`config.mk`:
```
export PLATFORM = sky130hd
export DESIGN_NAME = seg7_scan
export DESIGN_NICKNAME = d
export VERILOG_FILES = /design/src/rtl/seg7_pkg.sv /design/src/rtl/seg7_decode.sv /design/src/rtl/seg7_scan.sv
export SDC_FILE = /design/constraint.sdc
export NUM_CORES = 1
export LEC_CHECK = 0
export CAP_MARGIN = 15
export CORE_MARGIN = 3
export CORE_UTILIZATION = 50
export CTS_CLUSTER_SIZE = 12
export DETAILED_ROUTE_END_ITERATION = 12
export PLACE_DENSITY = 0.73
export SLEW_MARGIN = 25
export SYNTH_ARGS = -nofsm -noshare
export SYNTH_HDL_FRONTEND = slang
export SYNTH_SLANG_ARGS = --single-unit
```
`constraint.sdc`:
```
create_clock -name clk -period 3.1 [get_ports clk]
set_input_delay 0.31 -clock clk [delete_from_list [all_inputs] [get_ports clk]]
set_output_delay 0.31 -clock clk [all_outputs]
set_load 0.05 [all_outputs]
```
`src/rtl/seg7_pkg.sv`:
```
// seg7_pkg: shared constants and helpers for the seven-segment scanner.
//   seg_t       - 7-bit active-low segment pattern, [6]=a .. [0]=g
//   SEG_BLANK   - all segments off
//   SEG_HEX     - hex 0..F glyph table
//   lz_mask()   - leading-zero blank mask for up to 8 packed hex digits
package seg7_pkg;

  typedef logic [6:0] seg_t;

  localparam seg_t SEG_BLANK = 7'b1111111;

  localparam seg_t SEG_HEX [0:15] = '{
    7'b0000001, 7'b1001111, 7'b0010010, 7'b0000110,
    7'b1001100, 7'b0100100, 7'b0100000, 7'b0001111,
    7'b0000000, 7'b0000100, 7'b0001000, 7'b1100000,
    7'b0110001, 7'b1000010, 7'b0110000, 7'b0111000
  };

  // Bit i set when digit i and every digit above it are zero. Digit 0 is
  // never flagged. Callers with fewer than 8 digits zero-extend, which
  // leaves the result for the real digits unchanged.
  function automatic logic [7:0] lz_mask(input logic [31:0] digits);
    logic [7:0] mask;
    logic       upper_zero;
    mask       = '0;
    upper_zero = 1'b1;
    for (int i = 7; i >= 1; i--) begin
      upper_zero = upper_zero && (digits[4*i +: 4] == 4'h0);
      mask[i]    = upper_zero;
    end
    return mask;
  endfunction

endpackage

```
`src/rtl/seg7_decode.sv`:
```
// seg7_decode: combinational hex-to-seven-segment decoder.
//   value_i  4-bit hex value
//   seg_o    active-low segment pattern, [6]=a .. [0]=g
module seg7_decode
  import seg7_pkg::*;
(
  input  logic [3:0] value_i,
  output seg_t       seg_o
);

  always_comb begin
    seg_o = SEG_HEX[value_i];
  end

endmodule

```
`src/rtl/seg7_scan.sv`:
```
// seg7_scan: time-multiplexed N-digit seven-segment scanner.
//   clk          system clock
//   reset        asynchronous active-high reset
//   digits       packed hex digits, digit 0 in bits [3:0]
//   digit_en     per-digit enable
//   blink_en     per-digit blink enable
//   lz_suppress  blank leading zeros
//   seg          active-low segment bus (registered)
//   an           active-low digit strobes (registered, at most one low)
//   scan_idx     digit slot currently scanned
//   frame_tick   one-cycle pulse one cycle after each frame snapshot
module seg7_scan
  import seg7_pkg::*;
#(
  parameter int N_DIGITS     = 4,
  parameter int DIV          = 50000,
  parameter int DEAD         = 2,
  parameter int BLINK_FRAMES = 128
) (
  input  logic                        clk,
  input  logic                        reset,
  input  logic [4*N_DIGITS-1:0]       digits,
  input  logic [N_DIGITS-1:0]         digit_en,
  input  logic [N_DIGITS-1:0]         blink_en,
  input  logic                        lz_suppress,
  output logic [6:0]                  seg,
  output logic [N_DIGITS-1:0]         an,
  output logic [$clog2(N_DIGITS)-1:0] scan_idx,
  output logic                        frame_tick
);

  localparam int CW = $clog2(DIV);
  localparam int IW = $clog2(N_DIGITS);
  localparam int FW = (BLINK_FRAMES > 1) ? $clog2(BLINK_FRAMES) : 1;

  localparam logic [CW-1:0]       CNT_LAST = CW'(DIV - 1);
  localparam logic [CW-1:0]       DEAD_C   = CW'(DEAD);
  localparam logic [IW-1:0]       IDX_LAST = IW'(N_DIGITS - 1);
  localparam logic [FW-1:0]       FRM_LAST = FW'(BLINK_FRAMES - 1);
  localparam logic [N_DIGITS-1:0] AN_ONE   = N_DIGITS'(1);

  if (N_DIGITS < 2 || N_DIGITS > 8) begin : g_chk_n_digits
    $error("seg7_scan: N_DIGITS must be in 2..8");
  end
  if (DIV < 4) begin : g_chk_div
    $error("seg7_scan: DIV must be at least 4");
  end
  if (DEAD < 1 || DEAD > DIV - 2) begin : g_chk_dead
    $error("seg7_scan: DEAD must be in 1..DIV-2");
  end
  if (BLINK_FRAMES < 1) begin : g_chk_blink
    $error("seg7_scan: BLINK_FRAMES must be at least 1");
  end

  logic [CW-1:0]           cnt_q, cnt_d;
  logic [IW-1:0]           idx_q, idx_d;
  logic [FW-1:0]           frame_q, frame_d;
  logic                    blink_q, blink_d;
  logic                    wrapped_q, wrapped_d;
  logic [4*N_DIGITS-1:0]   snap_digits_q, snap_digits_d;
  logic [N_DIGITS-1:0]     snap_en_q, snap_en_d;
  logic [N_DIGITS-1:0]     snap_blink_q, snap_blink_d;
  logic                    snap_lz_q, snap_lz_d;
  seg_t                    seg_q, seg_d;
  logic [N_DIGITS-1:0]     an_q, an_d;
  logic                    tick_q, tick_d;

  logic                    slot_end;
  logic                    frame_end;
  logic                    snap_now;
  logic [3:0]              cur_val;
  seg_t                    cur_seg;
  logic [7:0]              lz_full;
  logic [N_DIGITS-1:0]     lz_vec;
  logic                    visible;
  logic                    lit;
  logic                    lz_unused;

  // Only the low N_DIGITS bits of the shared 8-digit mask matter here.
  assign lz_unused = &{1'b0, lz_full};

  seg7_decode u_decode (
    .value_i (cur_val),
    .seg_o   (cur_seg)
  );

  always_comb begin
    slot_end  = (cnt_q == CNT_LAST);
    frame_end = slot_end && (idx_q == IDX_LAST);
    snap_now  = (cnt_q == '0) && (idx_q == '0);

    cnt_d = slot_end ? '0 : cnt_q + CW'(1);

    idx_d = idx_q;
    if (slot_end) begin
      idx_d = (idx_q == IDX_LAST) ? '0 : idx_q + IW'(1);
    end

    frame_d = frame_q;
    blink_d = blink_q;
    if (frame_end) begin
      if (frame_q == FRM_LAST) begin
        frame_d = '0;
        blink_d = ~blink_q;
      end else begin
        frame_d = frame_q + FW'(1);
      end
    end

    // Suppresses the pulse for the snapshot taken right at reset release.
    wrapped_d = wrapped_q | frame_end;

    snap_digits_d = snap_digits_q;
    snap_en_d     = snap_en_q;
    snap_blink_d  = snap_blink_q;
    snap_lz_d     = snap_lz_q;
    if (snap_now) begin
      snap_digits_d = digits;
      snap_en_d     = digit_en;
      snap_blink_d  = blink_en;
      snap_lz_d     = lz_suppress;
    end

    // Display path works from the snapshot only, so frames never tear.
    cur_val = snap_digits_q[{idx_q, 2'b00} +: 4];
    lz_full = lz_mask(32'(snap_digits_q));
    lz_vec  = snap_lz_q ? lz_full[N_DIGITS-1:0] : '0;
    visible = snap_en_q[idx_q] && !(snap_blink_q[idx_q] && blink_q) && !lz_vec[idx_q];
    lit     = visible && (cnt_q >= DEAD_C);

    an_d   = lit ? ~(AN_ONE << idx_q) : '1;
    seg_d  = lit ? cur_seg : SEG_BLANK;
    tick_d = snap_now && wrapped_q;
  end

  always_ff @(posedge clk or posedge reset) begin
    if (reset) begin
      cnt_q         <= '0;
      idx_q         <= '0;
      frame_q       <= '0;
      blink_q       <= 1'b0;
      wrapped_q     <= 1'b0;
      snap_digits_q <= '0;
      snap_en_q     <= '0;
      snap_blink_q  <= '0;
      snap_lz_q     <= 1'b0;
      seg_q         <= SEG_BLANK;
      an_q          <= '1;
      tick_q        <= 1'b0;
    end else begin
      cnt_q         <= cnt_d;
      idx_q         <= idx_d;
      frame_q       <= frame_d;
      blink_q       <= blink_d;
      wrapped_q     <= wrapped_d;
      snap_digits_q <= snap_digits_d;
      snap_en_q     <= snap_en_d;
      snap_blink_q  <= snap_blink_d;
      snap_lz_q     <= snap_lz_d;
      seg_q         <= seg_d;
      an_q          <= an_d;
      tick_q        <= tick_d;
    end
  end

  assign seg        = seg_q;
  assign an         = an_q;
  assign scan_idx   = idx_q;
  assign frame_tick = tick_q;

endmodule

```
==> flow_summary.toml, run 1 <==
[pwr]
power_mw = 1.671
leakagePower_nw = 1.602
p_per_area_nw_per_um2 = 443.8
ir_worst_vdd_v = 0.0002942

[timing]
finalCritPeriodShare = 0.7082
worst_pin_slew_ns = 0.6616
relSlewSlack = 0.5583
max_freq_mhz = 455.5
drv_slew = 0
setup_viol = 0
setup_tns_ns = 0
hold_viol_final = 0
layout_min_cycle_time_ns = 2.196
rsz0062_at_grt = "false"
skew_ns = 0.006611

[place]
place_inst = 366
dpl.hpwl_um = 4020
io_buffers = 40
place_congestion = 0.8185

[clock_network]
cts_max_level = 3
clkLatencyLatePin_ns = 0.33
numCtsBuffers = 9
root_buffer = "clkbuf_8"
cts_setup_buffers = 0
cts-resized-gates = 0
cts_tree = "done"
ctsHoldBuffers = 0
cts_sinks = 64
cts.clk_slew.worst_paths_ns = 0.07
cts_buffer_depth = 2

[synth]
postSynthAreaPerCell_um2 = 12.15
synthCells = 256
synth_most_common_cell = "dfrtp_1"
synth_edf_count = 0
syn-num-nets = 297
synth.top_cells.by_count = "dfrtp_1, nand2_1, mux2_2, nand3_1"
synth_flop_cell = "dfrtp_1"
ys_seq_area_frac = 0.5193
yosysTopAreaCell = "dfrtp_1"
syn_area_um2 = 3110
ys_ff_latch = 64
ys_types = 41
ys_warn_count = 0
postSynth.asyncResetShare = 1.000
synthTopCellsByArea = "dfrtp_1, dfstp_2, mux2_2"
synth_top_cell_area_share = 0.4264

[drt]
avgRoutedWirePerCell_um = 14.44
dr.pass1.iters = 4
drt-vias-per-instance = 5.296
num_vias = 2023
antenna_left = 0
drt_iter0_drc = 106
drc_errors = 0
wirelength_um = 5517

[global_route]
use_met3 = 0.05243
gr-total-overflow = 0
grt_pass1_vias = 2039
grt_busiest_layer = "met2"
grt_pass1_wl_um = 9591
antenna_found_initial = 0
grt_max_degree = 34
grt_use_met1 = 0.2301
met2_usage = 0.2705
grtUsageTotal = 0.1719

[finish]
finalNetCount = 343
n_fill_cell = 499
seq_area_um2 = 1615
final_cells = 382
drive_gt1_frac = 0.2215
antenna_cells = 0
multiInputGateArea_um2 = 1400
fin_util = 0.6321
area_growth_pct = 21.04

[floorplanning]
core.rowCount = 28
io_pins = 41
die_h_um = 84.88
start_util = 0.5223
fp.dieW_um = 84.88
coreArea_um2 = 5956
die-area_um2 = 7204

[worst_setup_path]
crit_type = "flop to output port"
required_ns = 2.79
worst_path_largest_cell_delay_ns = 0.91
crit_slowest_cell = "clkdlybuf4s50_1"
cp-start-kind = "flop"
critical-path-top-delay-family = "buffers and inverters"
r2r_cells = 7
arrival_ns = 1.89
path_depth = 1
cp_max_fo = 12
worst-path-buf-inv = 1
endpoint_kind = "output port"
crit_chain = "clkdlybuf4s50_1"

[run_status]
status = "finished, final reports clean"

[min_path]
hold_class = "input pin to asynchronous set/reset pin"

[job]
drv_cap = 0
## state kept, by name, summed over array words and instances (netlist names)
signal         count
scan_idx           2
snap_en_q          4
snap_blink_q       4
snap_lz_q          1
blink_q            1
frame_q            7
wrapped_q          1
frame_tick         1
seg                7
an                 4
cnt_q             16
snap_digits_q     16
## final cells by class
class,count,area share
repair buffers,44,0.1176
inverters,8,0.007976
multi-input cells,175,0.3719
flip-flops and latches,64,0.4290
clock inverters,5,0.008308
clock buffers,11,0.04021
well taps,75,0.02493
## report_power, final
part           total, mW  internal (mW)  switching, mW
combinational      0.155         0.0779         0.0775
clock              0.636          0.329          0.307
sequential         0.879          0.865         0.0140
total               1.67           1.27          0.399
## cells in the final DEF (no fill, tap or decap), drive strengths merged, types with 2 or more instances in the layout
cell type,n
or3,3
o21ai,8
and3,4
mux2,28
and2,2
nand2b,4
clkinv,2
clkbuf,11
xnor2,9
dfstp,11
nand2,27
a21oi,3
nor4,6
nand4,2
clkinvlp,3
dfrtp,53
inv,8
o211ai,2
ha,14
a22oi,2
xor2,8
nor3,5
nor2b,5
clkdlybuf4s50,40
buf,4
mux4,6
nor2,14
nand3,15
## layer usage
metal | vias to the layer above | share of wire
li1 | 987 | -
met1 | 971 | 0.46
met2 | 59 | 0.48
met3 | 6 | 0.047
met4 | 0 | 0.011
met5 | - | 0
## path summary, 6_finish.rpt
path	from	endpoint	slack, ns
max in group asynchronous	reset	seg[4]	2.03
setup reg to reg	cnt_q[1]	scan_idx[0]	0.98
hold / removal	reset	wrapped_q	0.41
hold reg to reg	wrapped_q	wrapped_q	0.46
setup / recovery	scan_idx[1]	scan_idx[1]	0.90
min in group clk	wrapped_q	wrapped_q	0.46
## stage by stage
step | worst slack, ns | hold WS [ns] | cell area [µm²]
after CTS | 0.8565 | 0.4152 | 3765
after global routing | 0.7509 | 0.4585 | 3765
final | 0.9044 | 0.4083 | 3765
after global placement | 1.026 | 0.4422 | 3582
after floorplan | 0.8991 | 0.4252 | 3110
after detailed placement | 0.9648 | 0.4440 | 3582
## cells by family (layout without fill, tap and decap cells)
group / count (synthesis) / count (layout) / synth area share
and+or+nand+nor: 88 / 88 / 0.1432
DFF: 64 / 64 / 0.5193
muxes: 35 / 35 / 0.1589
AOI/OAI and AO/OA: 21 / 21 / 0.04385
xor gates and xnor gates: 17 / 17 / 0.04787
buffers and inverters: 17 / 68 / 0.03057
adders and majority gates: 14 / 14 / 0.05632
Power figures use the tool's default switching activity.
==> run 2, diff against run 1 <==
--- a/config.mk
+++ b/config.mk
@@ -7,10 +7,10 @@
 export LEC_CHECK = 0
 export CAP_MARGIN = 15
 export CORE_MARGIN = 3
-export CORE_UTILIZATION = 50
+export CORE_UTILIZATION = 49
 export CTS_CLUSTER_SIZE = 12
 export DETAILED_ROUTE_END_ITERATION = 12
-export PLACE_DENSITY = 0.73
+export PLACE_DENSITY = 0.75
 export SLEW_MARGIN = 25
 export SYNTH_ARGS = -nofsm -noshare
 export SYNTH_HDL_FRONTEND = slang
==> constraint.sdc (replaced) <==
create_clock -name clk -period 1.8 [get_ports clk]
set_input_delay 0.18 -clock clk [delete_from_list [all_inputs] [get_ports clk]]
set_output_delay 0.18 -clock clk [all_outputs]
set_load 0.05 [all_outputs]
==> run 2 against run 1 <==
  * The run now ends with setup timing left
  * Clock power rose by 120%
  * Final area grew 15%
  * Sequential power rose by 73%
  * Final cell count up 9.4%
  * Critical path depth increased by 5
  * Register-to-register slack got worse by 1.0 ns
  * Critical endpoint is now snap_digits_q[13]
==> flow_summary.toml, run 2 (synthesis gave the netlist of run 1 again) <==
[timing]
finalCritPeriodShare = 1.017
skew_ns = 0.01042
hold_viol_final = 0
max_freq_mhz = 546.2
rsz0062_at_grt = "true"
worst_pin_slew_ns = 0.4880
layout_min_cycle_time_ns = 1.831
setup_ws_ns = -0.03085
setup_viol = 9
relSlewSlack = 0.6736
drv_slew = 0

[floorplanning]
core.rowCount = 28
start_util = 0.5162
fp.dieW_um = 85.68
coreArea_um2 = 6026
io_pins = 41
die_h_um = 85.68
die-area_um2 = 7340

[global_route]
grt_pass1_vias = 2226
gr-total-overflow = 0
grt_max_degree = 27
antenna_found_initial = 0
grtUsageTotal = 0.1854
grt_pass1_wl_um = 10510

[finish]
multiInputGateArea_um2 = 1582
reg.largest.list = "cnt_q x16, snap_digits_q x16"
fin_util = 0.7162
seq_area_um2 = 1618
layout_common_cells = "dfrtp_1, buf_4, clkdlybuf4s50_1"
antenna_cells = 0
drive_gt1_frac = 0.3965
layout_commonest_cell = "dfrtp_1"
design_area_um2 = 4315
finalNetCount = 379
area_growth_pct = 38.74
n_fill_cell = 414

[pwr]
power_mw = 3.239
netSwitchingPower_mw = 0.6962
ir_worst_vdd_v = 0.0005488
combPwrFrac = 0.094
pwr-share-seq = 0.469
swShare = 0.2149
p_per_area_nw_per_um2 = 750.6
leakagePower_nw = 1.893
p_int_mw = 2.543
power.share.clock = 0.437

[clock_network]
cts_sinks = 64
cts.clk_slew.worst_paths_ns = 0.07
cts_tree = "done"
ctsHoldBuffers = 0
clkLatencyLatePin_ns = 0.34
cts_buffer_depth = 2
numCtsBuffers = 9
cts_max_level = 3
root_buffer = "clkbuf_8"

[min_path]
hold_class = "input pin to asynchronous set/reset pin"

[worst_setup_path]
arrival_ns = 2.05
cp-start-kind = "flop"
endpoint_kind = "flop"
required_ns = 2.02
crit_type = "flop to flop"
cp_max_fo = 10
r2r_slack_ns = -0.03
r2r_cells = 6

[job]
drv_cap = 0

[place]
io_buffers = 40
dpl.hpwl_um = 4496
place_congestion = 0.8575
placed_area_um2 = 3820

[drt]
antenna_left = 0
drt-vias-per-instance = 5.512
avgRoutedWirePerCell_um = 16.73
wirelength_um = 6992
dr.pass1.iters = 4
drt_iter0_drc = 112
num_vias = 2304
drc_errors = 0

[run_status]
status = "finished, violations left"
violations = "setup timing"
-- run 2: cell types whose count changed in the layout (fill, tap and decap cells not counted), sizes merged --
cell / previous run / this run
buf: 4 / 51
bufinv: 0 / 2
clkdlybuf4s50: 40 / 27
clkinvlp: 3 / 0
clkbuf: 11 / 15
mux4: 6 / 7
clkinv: 2 / 0
-- run 2: area by class of cell --
| type | count | area share |
|---|---|---|
| Clock buffer | 14 | 0.04001 |
| Clock inverter | 2 | 0.01392 |
| Inverter | 8 | 0.008698 |
| Multi-Input combinational cell | 176 | 0.3665 |
| Sequential cell | 64 | 0.3749 |
| Tap cell | 75 | 0.02175 |
| Timing Repair Buffer | 79 | 0.1743 |
-- run 2: stage by stage --
| stage | hold WS, ns | instances | worst slack, ns | setup TNS [ns] |
|---|---|---|---|---|
| final | 0.1641 | 418 | -0.03085 | -0.08570 |
| after global routing | 0.2003 | 418 | -0.09768 | -1.900 |
| after CTS | 0.1602 | 406 | -0.02234 | -0.03030 |
| after detailed placement | 0.4444 | 390 | -0.04128 | -0.04128 |
| after global placement | 0.4509 | 390 | -0.01988 | -0.01988 |
| after floorplan | 0.3147 | 256 | -0.1204 | -3.413 |
-- run 2: timing repair --
action,4_1_cts,5_1_grt
pin swaps,0,6
setup buffers,0,9
gates cloned,0,3
resized for setup,5,26
setup endpoints to repair,5,51
-- run 2: worst max-delay path, stage by stage (launching register included) --
cell and delay [ns]:
dfrtp_1 0.41, nor4_2 0.31, nand2_1 0.15, nor3_4 0.21
buf_12 0.15, buf_12 0.14, mux2_2 0.33
-- run 2: power by group through the flow --
stage                     Clock [mW]  Combinational [mW]  Sequential, mW
after floorplan                    0               0.119            1.58
after global placement             0               0.273            1.54
after detailed placement           0               0.277            1.54
after CTS                       1.46               0.281            1.52
after global routing            1.50               0.328            1.52
final                           1.41               0.305            1.52
-- run 2: path summary, 6_finish.rpt --
| check | start | to |
|---|---|---|
| max | cnt_q[3] | snap_digits_q[13] |
| min | reset | snap_digits_q[0] |
| max reg2reg | cnt_q[3] | snap_digits_q[13] |
| min reg2reg | wrapped_q | wrapped_q |
| max in group asynchronous | reset | an[1] |
| min in group clk | blink_en[2] | snap_blink_q[2] |
-- run 2: per-layer routing --
layer	global-route usage	vias to the layer above	wire length (µm)
met1	0.2525	1151	3015
met3	0.03650	21	346
met2	0.2839	74	3422
met5	0	-	0
met4	0.09353	0	208
li1	-	1058	-
==> run 3, diff against run 2 <==
==> constraint.sdc (replaced) <==
create_clock -name clk -period 1.5 [get_ports clk]
set_input_delay 0.15 -clock clk [delete_from_list [all_inputs] [get_ports clk]]
set_output_delay 0.15 -clock clk [all_outputs]
set_load 0.05 [all_outputs]
==> run 3 against run 2 <==
  * The run still ends with setup timing left
  * Maximum frequency down 3.9%
  * Sequential cell count unchanged
  * Hold slack better by 0.079 ns
  * Via count up 14%
==> flow_summary.toml, run 3 (synthesis gave the netlist of run 1 again) <==
[run_status]
status = "finished, violations left"
violations = "setup timing"

[pwr]
p_per_area_nw_per_um2 = 755.5
swShare = 0.2356
power.share.clock = 0.415
combPwrFrac = 0.119
pwr-share-seq = 0.467
p_int_mw = 2.993
leakagePower_nw = 2.283
ir_worst_vdd_v = 0.0006386
netSwitchingPower_mw = 0.9225

[timing]
setup_tns_ns = -16.73
rsz0062_at_grt = "true"
skew_ns = 0.01294
layout_min_cycle_time_ns = 1.906
setup_viol = 61
worst_pin_slew_ns = 0.3937
relSlewSlack = 0.7351
hold_viol_final = 0
max_freq_mhz = 524.6
drv_slew = 0
finalCritPeriodShare = 1.271
setup_ws_ns = -0.4061

[clock_network]
cts_max_level = 3
root_buffer = "clkbuf_8"
cts_sinks = 64
numCtsBuffers = 9
cts_buffer_depth = 2
clkLatencyLatePin_ns = 0.35
cts_tree = "done"
ctsHoldBuffers = 0
cts.clk_slew.worst_paths_ns = 0.08

[global_route]
antenna_found_initial = 0
grt_use_met1 = 0.3089
use_met3 = 0.03650
grt_busiest_layer = "met2"
grt_pass1_vias = 2663
grt_pass1_wl_um = 13390
grtUsageTotal = 0.2382
gr-total-overflow = 0
grt_max_degree = 65
met2_usage = 0.3927

[drt]
antenna_left = 0
avgRoutedWirePerCell_um = 20.88
drt-vias-per-instance = 5.617
wirelength_um = 9751
drt_iter0_drc = 247
num_vias = 2623
drc_errors = 0
dr.pass1.iters = 4

[worst_setup_path]
required_ns = 1.75
crit_slowest_cell = "dfrtp_1"
crit_type = "flop to flop"
crit_chain = "nor4_2 -> nand2_1 -> buf_4 -> o41ai_2 -> a31oi_1 -> buf_4 -> o221ai_1"
endpoint_kind = "flop"
arrival_ns = 2.15
crit_top_cell = "buf_4"
cp_max_fo = 11
cp-start-kind = "flop"
worst_path_largest_cell_delay_ns = 0.42
r2r_cells = 7
r2r_slack_ns = -0.41

[floorplanning]
start_util = 0.5162
io_pins = 41
fp.dieW_um = 85.68
die_h_um = 85.68
core.rowCount = 28
die-area_um2 = 7340
coreArea_um2 = 6026

[finish]
drive_gt1_frac = 0.5867
finalNetCount = 428
antenna_cells = 0
reg.largest.list = "cnt_q x16, snap_digits_q x16"
area_growth_pct = 66.61
layout_common_cells = "buf_4, dfrtp_1, buf_6"
layout_commonest_cell = "buf_4"

[place]
place_congestion = 0.8423
io_buffers = 40
place_ws_ns = -0.3728
dpl.hpwl_um = 4884

[min_path]
hold_class = "input pin to asynchronous set/reset pin"

[job]
drv_cap = 0
[run 3: per-stage QoR]
step	hold WS (ns)	utilization	instance area [µm²]	instances	power, mW
3_3_place_gp	0.4478	0.7072	4262	427	2.245
4_1_cts	0.2604	0.8094	4877	457	3.881
5_1_grt	0.2756	0.8601	5182	467	4.051
2_1_floorplan	0.2772	-	3179	256	2.042
3_5_place_dp	0.4544	0.7072	4262	427	2.259
6_report	0.2435	0.8601	5182	467	3.915
[run 3: cell type report]
| class | count | area (µm²) |
|---|---|---|
| multi-input combinational | 175 | 1846 |
| sequential | 64 | 1619 |
| timing repair buffer | 129 | 1363 |
| fill | 267 | 843.3 |
| clock buffer | 14 | 182.7 |
| tap | 75 | 93.84 |
| inverter | 8 | 43.79 |
| clock inverter | 2 | 35.03 |
[run 3: routing by layer]
metal / up-vias / share of wire
met5: - / 0
met4: 0 / 0.024
met3: 26 / 0.039
met2: 105 / 0.52
met1: 1332 / 0.41
li1: 1160 / -
[run 3: worst max-delay path: cells and delay by family (launching register included)]
kind / cells / cell delay, ns
AOI/OAI and AO/OA: 3 / 0.49
buffers and inverters: 2 / 0.38
DFF: 1 / 0.42
and+or+nand+nor: 2 / 0.50
[run 3: power by group through the flow]
stage / clock, mW / sequential [mW] / combinational [mW]
after floorplan: 0 / 1.90 / 0.143
after global placement: 0 / 1.85 / 0.391
after global routing: 1.73 / 1.83 / 0.493
after detailed placement: 0 / 1.86 / 0.402
after CTS: 1.63 / 1.83 / 0.429
final: 1.62 / 1.83 / 0.464
[run 3: what timing repair did]
action | CTS | global route
buffers inserted | 15 | 13
resized for setup | 67 | 54
gates cloned | 2 | 0
setup endpoints to repair | 61 | 63
pin swaps | 25 | 29
[run 3: final timing paths]
check                                  from               to
worst max-delay path               cnt_q[2]           seg[4]
worst min-delay path                  reset         cnt_q[0]
worst max register to register     cnt_q[2]           seg[4]
worst min register to register   frame_q[6]       frame_q[6]
max in group asynchronous             reset           seg[4]
min in group clk                blink_en[3]  snap_blink_q[3]
==> RTL change 1, RTL diff (flow settings as in run 3) <==
Make the reset (`reset`) synchronous in one clocked block. Comments in the files are not updated.
--- a/src/rtl/seg7_scan.sv
+++ b/src/rtl/seg7_scan.sv
@@ -134,5 +134,5 @@
   end
 
-  always_ff @(posedge clk or posedge reset) begin
+  always_ff @(posedge clk) begin
     if (reset) begin
       cnt_q         <= '0;
Function: differs if reset is asserted again (counterexample within 4 cycles, from zero or initial values and one cycle with reset high); with reset held inactive, the same outputs for 10 cycles.
==> RTL change 1 against run 3 <==
- the run still ends with negative setup slack left
- power increased by 14%
- clock skew fell by 4.6 ps
- non-clock buffer count down 15
- sequential cell count unchanged
- cell area fell by 13%
- cell count up 7.7%
- via count increased by 4.1%
- worst setup slack got worse by 110 ps
- synthesized area is 4.3% lower
- first-iteration DRC count is 45% lower
- routed wire length decreased by 13%
- largest cell class unchanged
- highest routed layer unchanged
==> RTL change 1: results (changes against run 3) <==
Detailed routing
  • Wl on met1: 3.598 mm (-11%)
  • WL met3: 443 um (+17%)
  • Final wirelength: 8.459 mm (-13%)
  • Met2 WL post-DR: 4.157 mm (-18%)
  • DRT iter0 DRCs: 136 (-45%)

Synth
  • Mux cell area share after synthesis: 14.75% (-1.1 points)
  • Synth Area in Compound Gates: 6.011% (+1.6 points)
  • Syn nets: 355 (+20%)
  • Unique cell type count in the Yosys netlist: 43 (+4.9%)
  • Sequential share of the synthesized area: 43.04% (-8.9 points)
  • Synth area leaders: dfxtp_1 (43%), mux2i_1 (9.1%), nor2_1 (7.2%), ha_1 (5.9%), mux4_2 (4.5%)
  • Main flop type after synthesis: dfxtp_1
  • Top cells by count, synth: dfxtp_1 (64), nor2_1 (57), nand2_1 (28), mux2i_1 (27), ha_1 (14)
  • Share of flip-flops with an asynchronous set or reset: 0% (-100 points)

Finish
  • Clock buffer count in the final layout: 9 (-5)
  • Share of cell area taken by multi-input logic gates: 39.97% (+4.4 points)
  • Register Area: 0.001290 mm2 (-20%)
  • Buffering overhead: 22.99% (-3.3 points)
  • Non-clk bufs: 114 (-12%)
  • Clk tree area frac: 5.382% (+1.2 points)
  • Synth-to-layout area growth: 52.29%
  • Non-clk invs: 12 (+4)
  • Final #Nets: 467 (+9.1%)
  • Sequential cell count: 64 (unchanged)
  • Comb_multi_in: 225 (+29%)
  • Share of cells above drive strength 1: 38.05% (-21 points)

Critical path
  • Worst path slowest cell: or4_4
  • WP data arrival: 2250 ps (+100 ps)
  • CP peak stage delay: 540 ps (+120 ps)
  • Setup crit start: cnt_q[14]$_SDFF_PP0_
  • Critical Path Fanout Max: 9 (-2)

STA
  • Clock Skew: 8.353 ps (-4.583 ps)
  • Slew HR: 70.38% (-3.1 points)
  • Final WS setup: -520.5 ps (-114.4 ps)
  • Setup violators final: 63 (+3.3%)

Worst hold path
  • Hold WC Path Type: primary input to register

Place
  • Post-Place Cell Area: 0.003860 mm2 (-9.4%)
  • DP HPWL: 5.014 mm (+2.7%)

GRT
  • GRT met1 Usage: 26.44% (-4.4 points)
  • Met3 usage in global routing: 3.949% (+0.30 points)
  • Met2 Usage GRT: 36.44% (-2.8 points)
  • Pin count of the biggest net entering global routing: 24 (-63%)

Outcome
  • Status: complete, but fails checks
  • Failing checks: negative setup slack

Floorplanning
  • Die area: 0.007046 mm2 (-4.0%)
## RTL change 1: report_power, final
group	switching [mW]	internal (mW)	leakage, nW
Combinational	0.384	0.436	1.30
Clock	0.701	1.11	0.119
Sequential	0.0553	1.78	0.525
## RTL change 1: worst paths after layout
kind,endpoint,cells after the start
max,snap_digits_q[4]$_SDFFE_PP0N_,6
min,snap_en_q[2]$_SDFFE_PP0N_,3
max reg2reg,snap_digits_q[4]$_SDFFE_PP0N_,6
min reg2reg,wrapped_q$_SDFF_PP0_,2
## RTL change 1: through the flow
stage	instances	setup TNS [ps]	hold slack [ps]	power, mW
finish	503	-23220	424.0	4.458
global route	503	-29220	425.5	4.603
CTS	495	-23050	413.9	4.336
detailed placement	469	-23440	485.8	2.461
global placement	469	-20520	469.1	2.443
floorplan	314	-17960	296.9	2.251
## RTL change 1: repair_timing
item	4_1_cts	5_1_grt
buffers inserted	8	5
pin swaps	13	30
gates resized for setup	38	28
setup endpoints to repair	63	63
cloned	2	4
==> RTL change 2, RTL diff (config.mk and constraints of run 3) <==
Made on the original files. `N_DIGITS`: 4 -> 2.
--- a/src/rtl/seg7_scan.sv
+++ b/src/rtl/seg7_scan.sv
@@ -13,5 +13,5 @@
   import seg7_pkg::*;
 #(
-  parameter int N_DIGITS     = 4,
+  parameter int N_DIGITS     = 2,
   parameter int DIV          = 50000,
   parameter int DEAD         = 2,
Interface: changed (5 resized); port bits go from 41 to 26. No check against the original RTL was run, so the function may have changed too.
==> RTL change 2 against run 3 <==
- the run still ends with negative setup slack left
- largest cell class unchanged
- utilization down 4.7 points
- sequential power down 24%
- highest routed layer unchanged
- sequential cell count down 15
- worst setup slack worse by 460 ps
- global-route usage down 1.4 points
- cell area down 28%
- hold slack worse by 38 ps
- clock power down 50%
- power down 35%
- critical path depth down 2
- synthesized cell count down 17%
- sequential share of layout area up 2.1 points
- synthesized area down 22%
- critical endpoint is now snap_digits_q[4]$_DFFE_PP0N_
- routed wire length down 35%
==> RTL change 2: results (changes against run 3) <==
Place
  • Pre-CTS setup slack: -780.9 ps (-408.1 ps)
  • Post-Place Cell Area: 0.003318 mm2 (-22%)
  • DP HPWL: 4.108 mm (-16%)
  • Number of port buffers: 25 (-38%)

Clocking
  • Inserted Clock Buffers: 5 (-4)
  • Post_cts resized: 26 (-61%)
  • Skew-Pair Late Insertion Delay: 300 ps (-50 ps)
  • # H-tree levels: 2 (-1)

Critical path
  • CP peak stage delay: 550 ps (+130 ps)
  • WP data arrival: 2560 ps (+410 ps)

Power and ir drop
  • Seq group: 1.39 mW (-24%)
  • Leakage power: 1.644 nW (-28%)
  • Worst vdd rail ir drop: 0.6848 mV (+7.2%)

STA
  • Final WS setup: -868.0 ps (-461.9 ps)
  • Setup violators final: 43 (-30%)
  • Clock Skew: 2.483 ps (-10.45 ps)

Synth
  • Syn nets: 238 (-20%)
  • Synth area leaders: dfrtp_1 (41%), dfstp_2 (9.8%), mux2_2 (7.9%), ha_1 (5.2%), xnor2_1 (3.3%)
  • Synth Area in Compound Gates: 7.346% (+3.0 points)
  • Combinational family with the most area after synthesis: simple AND/OR/NAND/NOR gates
  • Sequential share of the synthesized area: 51.16% (-0.77 points)

Finish
  • Final #Nets: 330 (-23%)
  • Top Registers: cnt_q (16), snap_digits_q (8)

GRT
  • First-pass GRT wire length: 10.29 mm (-23%)
  • Met3 usage in global routing: 4.137% (+0.49 points)
  • GRT met1 Usage: 27.29% (-3.6 points)
  • Pin count of the biggest net entering global routing: 50 (-23%)
  • Vias in the first global route: 2155 (-19%)

Outcome
  • Status: complete, but fails checks
  • Failing checks: negative setup slack

Detailed routing
  • DRT iter0 DRCs: 126 (-49%)
  • Wirelength per Cell: 16.97 um (-19%)
  • Wl on met1: 2.562 mm (-37%)
-- RTL change 2: cell types whose count changed after synthesis, moves of 4 or more --
| cell | before | now |
|---|---|---|
| dfrtp_1 | 53 | 40 |
| nand2_1 | 26 | 16 |
| mux2_4 | 9 | 0 |
| mux4_2 | 6 | 0 |
| o21ai_0 | 8 | 2 |
| or4_1 | 0 | 6 |
| nand3_1 | 15 | 10 |
| nand4_1 | 2 | 7 |
| nor4_1 | 5 | 0 |
| a221o_1 | 0 | 4 |
| buf_2 | 4 | 0 |
| ha_1 | 14 | 10 |
| nor2b_1 | 5 | 1 |
-- RTL change 2: path summary, 6_finish.rpt --
kind / from / end / slack, ps / depth (start not counted)
setup reg to reg: cnt_q[14]$_DFF_PP0_ / snap_digits_q[4]$_DFFE_PP0N_ / -870 / 5
hold reg to reg: wrapped_q$_DFF_PP0_ / wrapped_q$_DFF_PP0_ / 500 / 1
setup / recovery: cnt_q[14]$_DFF_PP0_ / snap_digits_q[4]$_DFFE_PP0N_ / -870 / 5
hold / removal: reset / frame_q[5]$_DFFE_PP0P_ / 200 / 3
max in group asynchronous: reset / seg[2]$_DFF_PP1_ / 1010 / 3
min in group clk: digit_en[0] / snap_en_q[0]$_DFFE_PP0N_ / 450 / 2
-- RTL change 2: layout make-up --
class,count,area (um2)
Clock buffer,6,82.58
Clock inverter,2,8.758
Fill cell,253,852.1
Inverter,10,37.54
Multi-Input combinational cell,148,1320
Sequential cell,49,1239
Tap cell,65,81.33
Timing Repair Buffer,91,943.4
-- RTL change 2: stage by stage --
stage / std cells / TNS [ps] / total power, mW
floorplan: 213 / -19250 / 1.558
global placement: 352 / -21240 / 1.725
detailed placement: 352 / -22930 / 1.737
CTS: 368 / -24810 / 2.528
global route: 371 / -28630 / 2.610
finish: 371 / -26630 / 2.527
